==> src/rtl/cla_pkg.sv <==
// Shared types and helpers for the pipelined carry-lookahead adder.
// One group of GROUP_W bits is resolved per pipeline stage.
package cla_pkg;

    localparam int GROUP_W_DEF = 4;

    typedef struct packed {
        logic valid;
        logic carry;
        logic c_msb;
        logic zero;
    } stage_ctl_t;

    function automatic int num_groups(input int width, input int group_w);
        int n;
        n = (group_w < 1) ? 1 : width / group_w;
        return (n < 1) ? 1 : n;
    endfunction

endpackage

==> src/rtl/cla_pipe_adder_group.sv <==
// Combinational GROUP_W-bit carry-lookahead group.
// Exports sum, carry-out, group propagate/generate and carry into the MSB.
module cla_group #(
    parameter int GW = 4
) (
    input  logic [GW-1:0] a,
    input  logic [GW-1:0] b,
    input  logic          cin,
    output logic [GW-1:0] sum,
    output logic          cout,
    output logic          grp_p,
    output logic          grp_g,
    output logic          c_msb
);

    logic [GW-1:0] p;
    logic [GW-1:0] g;
    logic [GW:0]   c;
    logic          gg;

    always_comb begin
        p    = a ^ b;
        g    = a & b;
        c    = '0;
        c[0] = cin;
        gg   = 1'b0;
        for (int i = 0; i < GW; i++) begin
            c[i+1] = g[i] | (p[i] & c[i]);
            gg     = g[i] | (p[i] & gg);
        end
        sum   = p ^ c[GW-1:0];
        cout  = c[GW];
        grp_p = &p;
        grp_g = gg;
        c_msb = c[GW-1];
    end

endmodule

==> src/rtl/cla_pipe_adder.sv <==
// Pipelined carry-lookahead adder/subtractor with valid/ready flow control.
// Latency is NUM_GROUPS cycles; a stall freezes every stage together.
module cla_pipe_adder
    import cla_pkg::*;
#(
    parameter int WIDTH   = 16,
    parameter int GROUP_W = GROUP_W_DEF
) (
    input  logic             CLK,
    input  logic             RST_N,
    input  logic [WIDTH-1:0] A_in,
    input  logic [WIDTH-1:0] B_in,
    input  logic             Cin_in,
    input  logic             Sub_in,
    input  logic             Valid_in,
    output logic             Ready_out,
    output logic [WIDTH-1:0] S_out,
    output logic             Cout_out,
    output logic             Ovf_out,
    output logic             Zero_out,
    output logic             Valid_out,
    input  logic             Ready_in
);

    localparam int NUM_GROUPS = num_groups(WIDTH, GROUP_W);
    localparam int GW_SAFE    = (GROUP_W < 1) ? 1 : GROUP_W;

    if ((GROUP_W < 1) || (WIDTH % GW_SAFE != 0)) begin : g_bad_cfg
        $error("cla_pipe_adder: WIDTH must be a multiple of GROUP_W >= 1");
    end

    typedef struct packed {
        logic [WIDTH-1:0] a;
        logic [WIDTH-1:0] b;
        logic [WIDTH-1:0] s;
        stage_ctl_t       ctl;
    } stage_t;

    localparam int LAST = NUM_GROUPS - 1;

    stage_t r [NUM_GROUPS];
    stage_t in_st;
    logic   stall;

    assign stall     = r[LAST].ctl.valid & ~Ready_in;
    assign Ready_out = ~stall;

    always_comb begin
        in_st           = '0;
        in_st.a         = A_in;
        in_st.b         = Sub_in ? ~B_in : B_in;
        in_st.ctl.valid = Valid_in;
        in_st.ctl.carry = Sub_in | Cin_in;
    end

    for (genvar k = 0; k < NUM_GROUPS; k++) begin : g_stage
        stage_t             src;
        stage_t             nxt;
        logic [GW_SAFE-1:0] sum;
        logic               cout;
        logic               gp;
        logic               gg;
        logic               cm;

        if (k == 0) begin : g_first
            assign src = in_st;
        end else begin : g_rest
            assign src = r[k-1];
        end

        cla_group #(.GW(GW_SAFE)) u_grp (
            .a     (src.a[k*GW_SAFE +: GW_SAFE]),
            .b     (src.b[k*GW_SAFE +: GW_SAFE]),
            .cin   (src.ctl.carry),
            .sum   (sum),
            .cout  (cout),
            .grp_p (gp),
            .grp_g (gg),
            .c_msb (cm)
        );

        // Zero reduction only matters once the last group is resolved
        always_comb begin
            nxt                          = src;
            nxt.s[k*GW_SAFE +: GW_SAFE] = sum;
            nxt.ctl.carry                = cout;
            nxt.ctl.c_msb                = cm;
            nxt.ctl.zero                 = (k == LAST) && (nxt.s == '0);
        end

        // Data only moves with a valid beat so outputs hold across bubbles
        always_ff @(posedge CLK or negedge RST_N) begin
            if (!RST_N) begin
                r[k] <= '0;
            end else if (!stall) begin
                r[k].ctl.valid <= src.ctl.valid;
                if (src.ctl.valid) begin
                    r[k] <= nxt;
                end
            end
        end

        always @(posedge CLK) begin
            if (RST_N) begin
                assert (cout == (gg | (gp & src.ctl.carry)));
            end
        end
    end

    assign S_out     = r[LAST].s;
    assign Cout_out  = r[LAST].ctl.carry;
    assign Ovf_out   = r[LAST].ctl.carry ^ r[LAST].ctl.c_msb;
    assign Zero_out  = r[LAST].ctl.zero;
    assign Valid_out = r[LAST].ctl.valid;

endmodule
==> config.mk <==
export PLATFORM = sky130hd
export DESIGN_NAME = cla_pipe_adder
export DESIGN_NICKNAME = d
export VERILOG_FILES = /design/src/rtl/cla_pkg.sv /design/src/rtl/cla_pipe_adder_group.sv /design/src/rtl/cla_pipe_adder.sv
export SDC_FILE = /design/constraint.sdc
export NUM_CORES = 1
export LEC_CHECK = 0
export ABC_AREA = 0
export CAP_MARGIN = 20
export CORE_UTILIZATION = 35
export CTS_BUF_LIST = sky130_fd_sc_hd__clkbuf_8
export DETAILED_ROUTE_END_ITERATION = 8
export MAX_ROUTING_LAYER = met4
export PLACE_DENSITY_LB_ADDON = 0.25
export SLEW_MARGIN = 40
export SYNTH_ARGS = -nofsm -noshare
export SYNTH_HDL_FRONTEND = slang
export SYNTH_SLANG_ARGS = --single-unit
export TNS_END_PERCENT = 30
==> constraint.sdc <==
create_clock -name CLK -period 2.93 [get_ports CLK]
set_input_delay 0.4395 -clock CLK [delete_from_list [all_inputs] [get_ports CLK]]
set_output_delay 0.4395 -clock CLK [all_outputs]
set_load 0.1 [all_outputs]
; Word-level counts from Yosys, hierarchy flattened
; Index checks and enable logic that the tools add are counted.
[word_totals]
mem_count = 0
out_inout_bits = 21
register_bits = 149
ramBits = 0
romBits = 0
latch_bits = 0
[op_classes]
muxes = 5
n_eq_ne = 0
n_mul = 0
reduce_logical = 5
bitwise = 50
n_addsub = 0
div_mod_pow = 0
order_cmp = 0
shift = 0
[op_table]
columns = cell, count
row1 = $xor A4 B4 Y4, 8
row2 = $and A1 B1 Y1, 17
row3 = $or A1 B1 Y1, 17
row4 = $and A4 B4 Y4, 4
row5 = $logic_not A16 Y1, 1
row6 = $mux W16, 1
row7 = $mux W4, 4
row8 = $not A16 Y16, 1
row9 = $reduce_and A2 Y1, 4
row10 = $not A1 Y1, 2
row11 = $xor A1 B1 Y1, 1

; Logic depth before layout (Yosys ltp)
[depth]
word_depth = 12
depth_mapped = 10

; Hierarchy
; A second synthesis with hierarchy kept.
[unflattened]
hier_cells = 360
area_unflattened_um2 = 4909.7
[modules_own_cells]
columns = module, area_each_um2, seq_area_each_um2, n_inst, cells_per_inst
row1 = cla_pipe_adder, 4129.0, 2452.4, 1, 268
row2 = cla_group, 195.2, 0.0, 4, 23

; Worst setup path before layout
; No wires, ideal clock.
[synth_timing]
path_kind = input to register
start = input port Sub_in
end = register r (netlist bit g_stage[1].nxt[7])
t_arrival_ns = 2.881
t_required_ns = 2.805
path_buffers = 2
path_slack_ns = -0.076
stages = 9
setup_time_ns = 0.125
path_cell_list = buf_2 > buf_2 > xnor2_1 > fa_1 > fa_1 > fa_1 > inv_1 > fa_1 > mux2_4
[synth_lines]
columns = element, line
row1 = start: declaration, cla_pipe_adder.sv:14  ; input logic Sub_in,
row2 = end signal: indexed assignment, cla_pipe_adder.sv:98  ; r[k] <= nxt;
row3 = end: declaration, cla_pipe_adder.sv:41  ; stage_t r [NUM_GROUPS];

==> out/metrics.csv <==
metric,value,unit
Final Critical Period,2790,ps
# resized after CTS,0,
number of global-route vias before repair,2560,
sequential cell area,0.00245,mm²
total die area,0.0131,mm²
Wirelength per Cell,14.0,µm
outcome,finished clean,
hold buffer count at cts,0,
postcts setup bufs,0,
Tot GR Track Use,0.134,
Seq cells post-synth,98,
Slew HR,0.561,
"slowest stage delay, CP",550,ps
CP required,3170,ps
CP top delay family,adder cells,
Final ANT Viol Nets,0,
pre-CTS setup slack,-258,ps
site row count,40,
fmax,359,MHz
Final #Nets,424,
layout cells sized above 1,0.301,
number of flops mapped to enable cells by yosys,0,
distinct cell type count after synthesis,24,
Vias,2388,
syn avg cell area,13.6,µm²
DRT Pass-1 Iters,4,
PortBufs,58,
Worst VDD drop,283,µV
Fill cells,1142,
Ports,59,
final core area utilization,0.428,
initial antenna violation count,0,
initial drt markers,66,
CTS tree,built,
Final HPWL DP,5520,µm
slowest cell on the critical path,clkdlybuf4s50_1,
period utilization,0.952,
prevailing post-synth register cell,dfrtp_1,
Mapped Area,0.00443,mm²
area grow syn2layout,17.5,%
share of synthesized registers carrying an async set or reset,1.00,
P per Cell Area,1220,mW/mm²
Final Max Tran Viols,0,
max-capacitance violation count,0,
PnR worst setup slack,142,ps
chip height,114,µm
WL final,7590,µm
Setup crit end kind,flop,
Worst-Skew Late Latency,360,ps
Worst EP arrival,3030,ps
drt via density,4.40,
crit-path most repeated cell,fa_1,
gpl congestion,0.773,
clock slew at reported path FFs,90,ps
Crit Path Category,primary input to flop,
first-pass GRT wire length,13000,µm
cell count after synthesis,326,
area of the multi-input gates,0.00161,mm²
grt ovf,0,
dpl cells,527,
CTS max path bufs,2,
Worst Hold Class,primary input to asynchronous set/reset pin,
Initial Util,0.364,
RSZ-0062 raised after global routing,no,
Core Region,0.0122,mm²
syn_nets,380,
startpoint types,primary input,
Worst Path Buf+Inv,2,
n_diodes,0,
largest net degree at the start of global routing,51,
CTS sink cnt,98,
Synth Warn #,0,
Non-Filler Instances,543,
sequential area share after synthesis,0.554,
Setup Viol. Count Final,0,
final hold violation count,0,
DIE WIDTH,114,µm
area post-placement,0.00499,mm²
CTS H-tree depth,3,
worst slew pin tran,656,ps
root buffer cell,clkbuf_8,
design area,0.00520,mm²
cts bufs inserted,9,
clk_skew,7.46,ps
crit-path cells,"clkdlybuf4s50_1, xnor2_1, fa_1, fa_1, fa_1, inv_1, fa_1, mux2_4",
LEAKAGE,2.33,nW
DRC,0,
worst-path fanout max,3,
==> path summary, 6_finish.rpt <==
kind	startpoint	depth (start not counted)	endpoint	slack, ps
worst max-delay path	Sub_in	8	g_stage[1].nxt[7]	140
worst min-delay path	RST_N	1	g_stage[1].nxt[42]	110
worst max register to register	g_stage[3].nxt[32]	10	Zero_out	470
worst min register to register	g_stage[3].nxt[3]	2	Valid_out	500
max in group asynchronous	RST_N	2	g_stage[3].nxt[35]	2130
min in group CLK	g_stage[3].nxt[3]	2	Valid_out	500
==> flip-flops by register name, indices dropped and copies added (netlist names) <==
| register | count |
|---|---|
| g_stage.nxt | 75 |
| S_out | 16 |
| g_stage.src | 3 |
| Cout_out | 1 |
| Valid_out | 1 |
| Zero_out | 1 |
| r | 1 |
==> worst register-to-register path, stage by stage (launching register included) <==
cell and delay [ps]:
dfrtp_1 350, inv_1 60, fa_1 410, inv_1 80
fa_1 180, fa_1 200, inv_1 60, fa_1 520
nor4b_1 250, nand4_1 120, mux2i_1 140
==> synthesized netlist by cell type, drive strengths merged (2+ instances only) <==
cell | n | area (µm²)
dfrtp | 98 | 2450
mux2 | 66 | 758
inv | 38 | 143
buf | 27 | 208
a21oi | 21 | 105
fa | 16 | 320
xnor2 | 13 | 114
mux2i | 12 | 120
o21ai | 8 | 40.0
nand2 | 5 | 23.8
nand3 | 5 | 25.0
clkbuf | 4 | 15.0
xor2 | 4 | 35.0
nor4 | 2 | 12.5
nor4b | 2 | 17.5
==> routing by layer <==
metal / vias to the layer above / track usage / part of all wire
li1: 1141 / - / -
met1: 1189 / 0.174 / 0.48
met2: 49 / 0.203 / 0.45
met3: 9 / 0.0307 / 0.050
met4: 0 / 0.0571 / 0.015
met5: - / - / 0
==> where the power goes <==
part / switching (mW) / leakage (nW) / total, mW / internal, mW
Sequential: 0.361 / 1.14 / 2.33 / 1.97
Clock: 0.450 / 0.110 / 0.913 / 0.464
Combinational: 1.92 / 1.08 / 3.08 / 1.16
Total: 2.73 / 2.33 / 6.32 / 3.59
==> cells in the final DEF (no fill, tap or decap) <==
cell type        netlist  layout
fa_1                  16      16
bufinv_16              0       1
mux2_4                 4       4
a21oi_1               21      21
o21ai_0                8       8
mux2_2                62      62
nor4_1                 2       2
buf_4                 19      28
a31oi_1                1       1
nor4b_1                2       2
nand2b_4               1       1
xor2_1                 4       4
nand2_1                3       3
dfrtp_1               98      98
xnor2_1               13      13
nand4_1                1       1
nor2_1                 1       1
clkinvlp_4             0       1
clkbuf_8               0      12
nand3_1                5       5
and2_4                 1       1
clkinv_4               0       1
inv_1                 38      39
clkdlybuf4s50_1        0      36
nand2_2                2       2
mux2i_1               12      12
==> final cells by class <==
class / count / area share
sequential: 98 / 0.471
multi-input combinational: 159 / 0.310
timing repair buffer: 64 / 0.110
tap: 168 / 0.0404
clock buffer: 12 / 0.0318
inverter: 38 / 0.0274
clock inverter: 4 / 0.00962
==> logic make-up (layout without fill, tap and decap cells) <==
group / count (synthesis) / count (layout) / synth area share
mux: 78 / 78 / 0.198
compound gates: 30 / 30 / 0.0342
flops: 98 / 98 / 0.554
fa+ha+maj: 16 / 16 / 0.0723
buf+inv: 69 / 118 / 0.0825
xor+xnor: 17 / 17 / 0.0336
simple gates: 18 / 18 / 0.0251
==> stage by stage <==
step	TNS [ps]	hold WS [ps]	total power, mW
after floorplan	0	144	4.88
after global placement	-202	468	5.43
after detailed placement	-258	477	5.51
after CTS	0	104	6.43
after global routing	0	145	6.77
final	0	108	6.32
No activity file was read; power rests on OpenSTA's default activity.
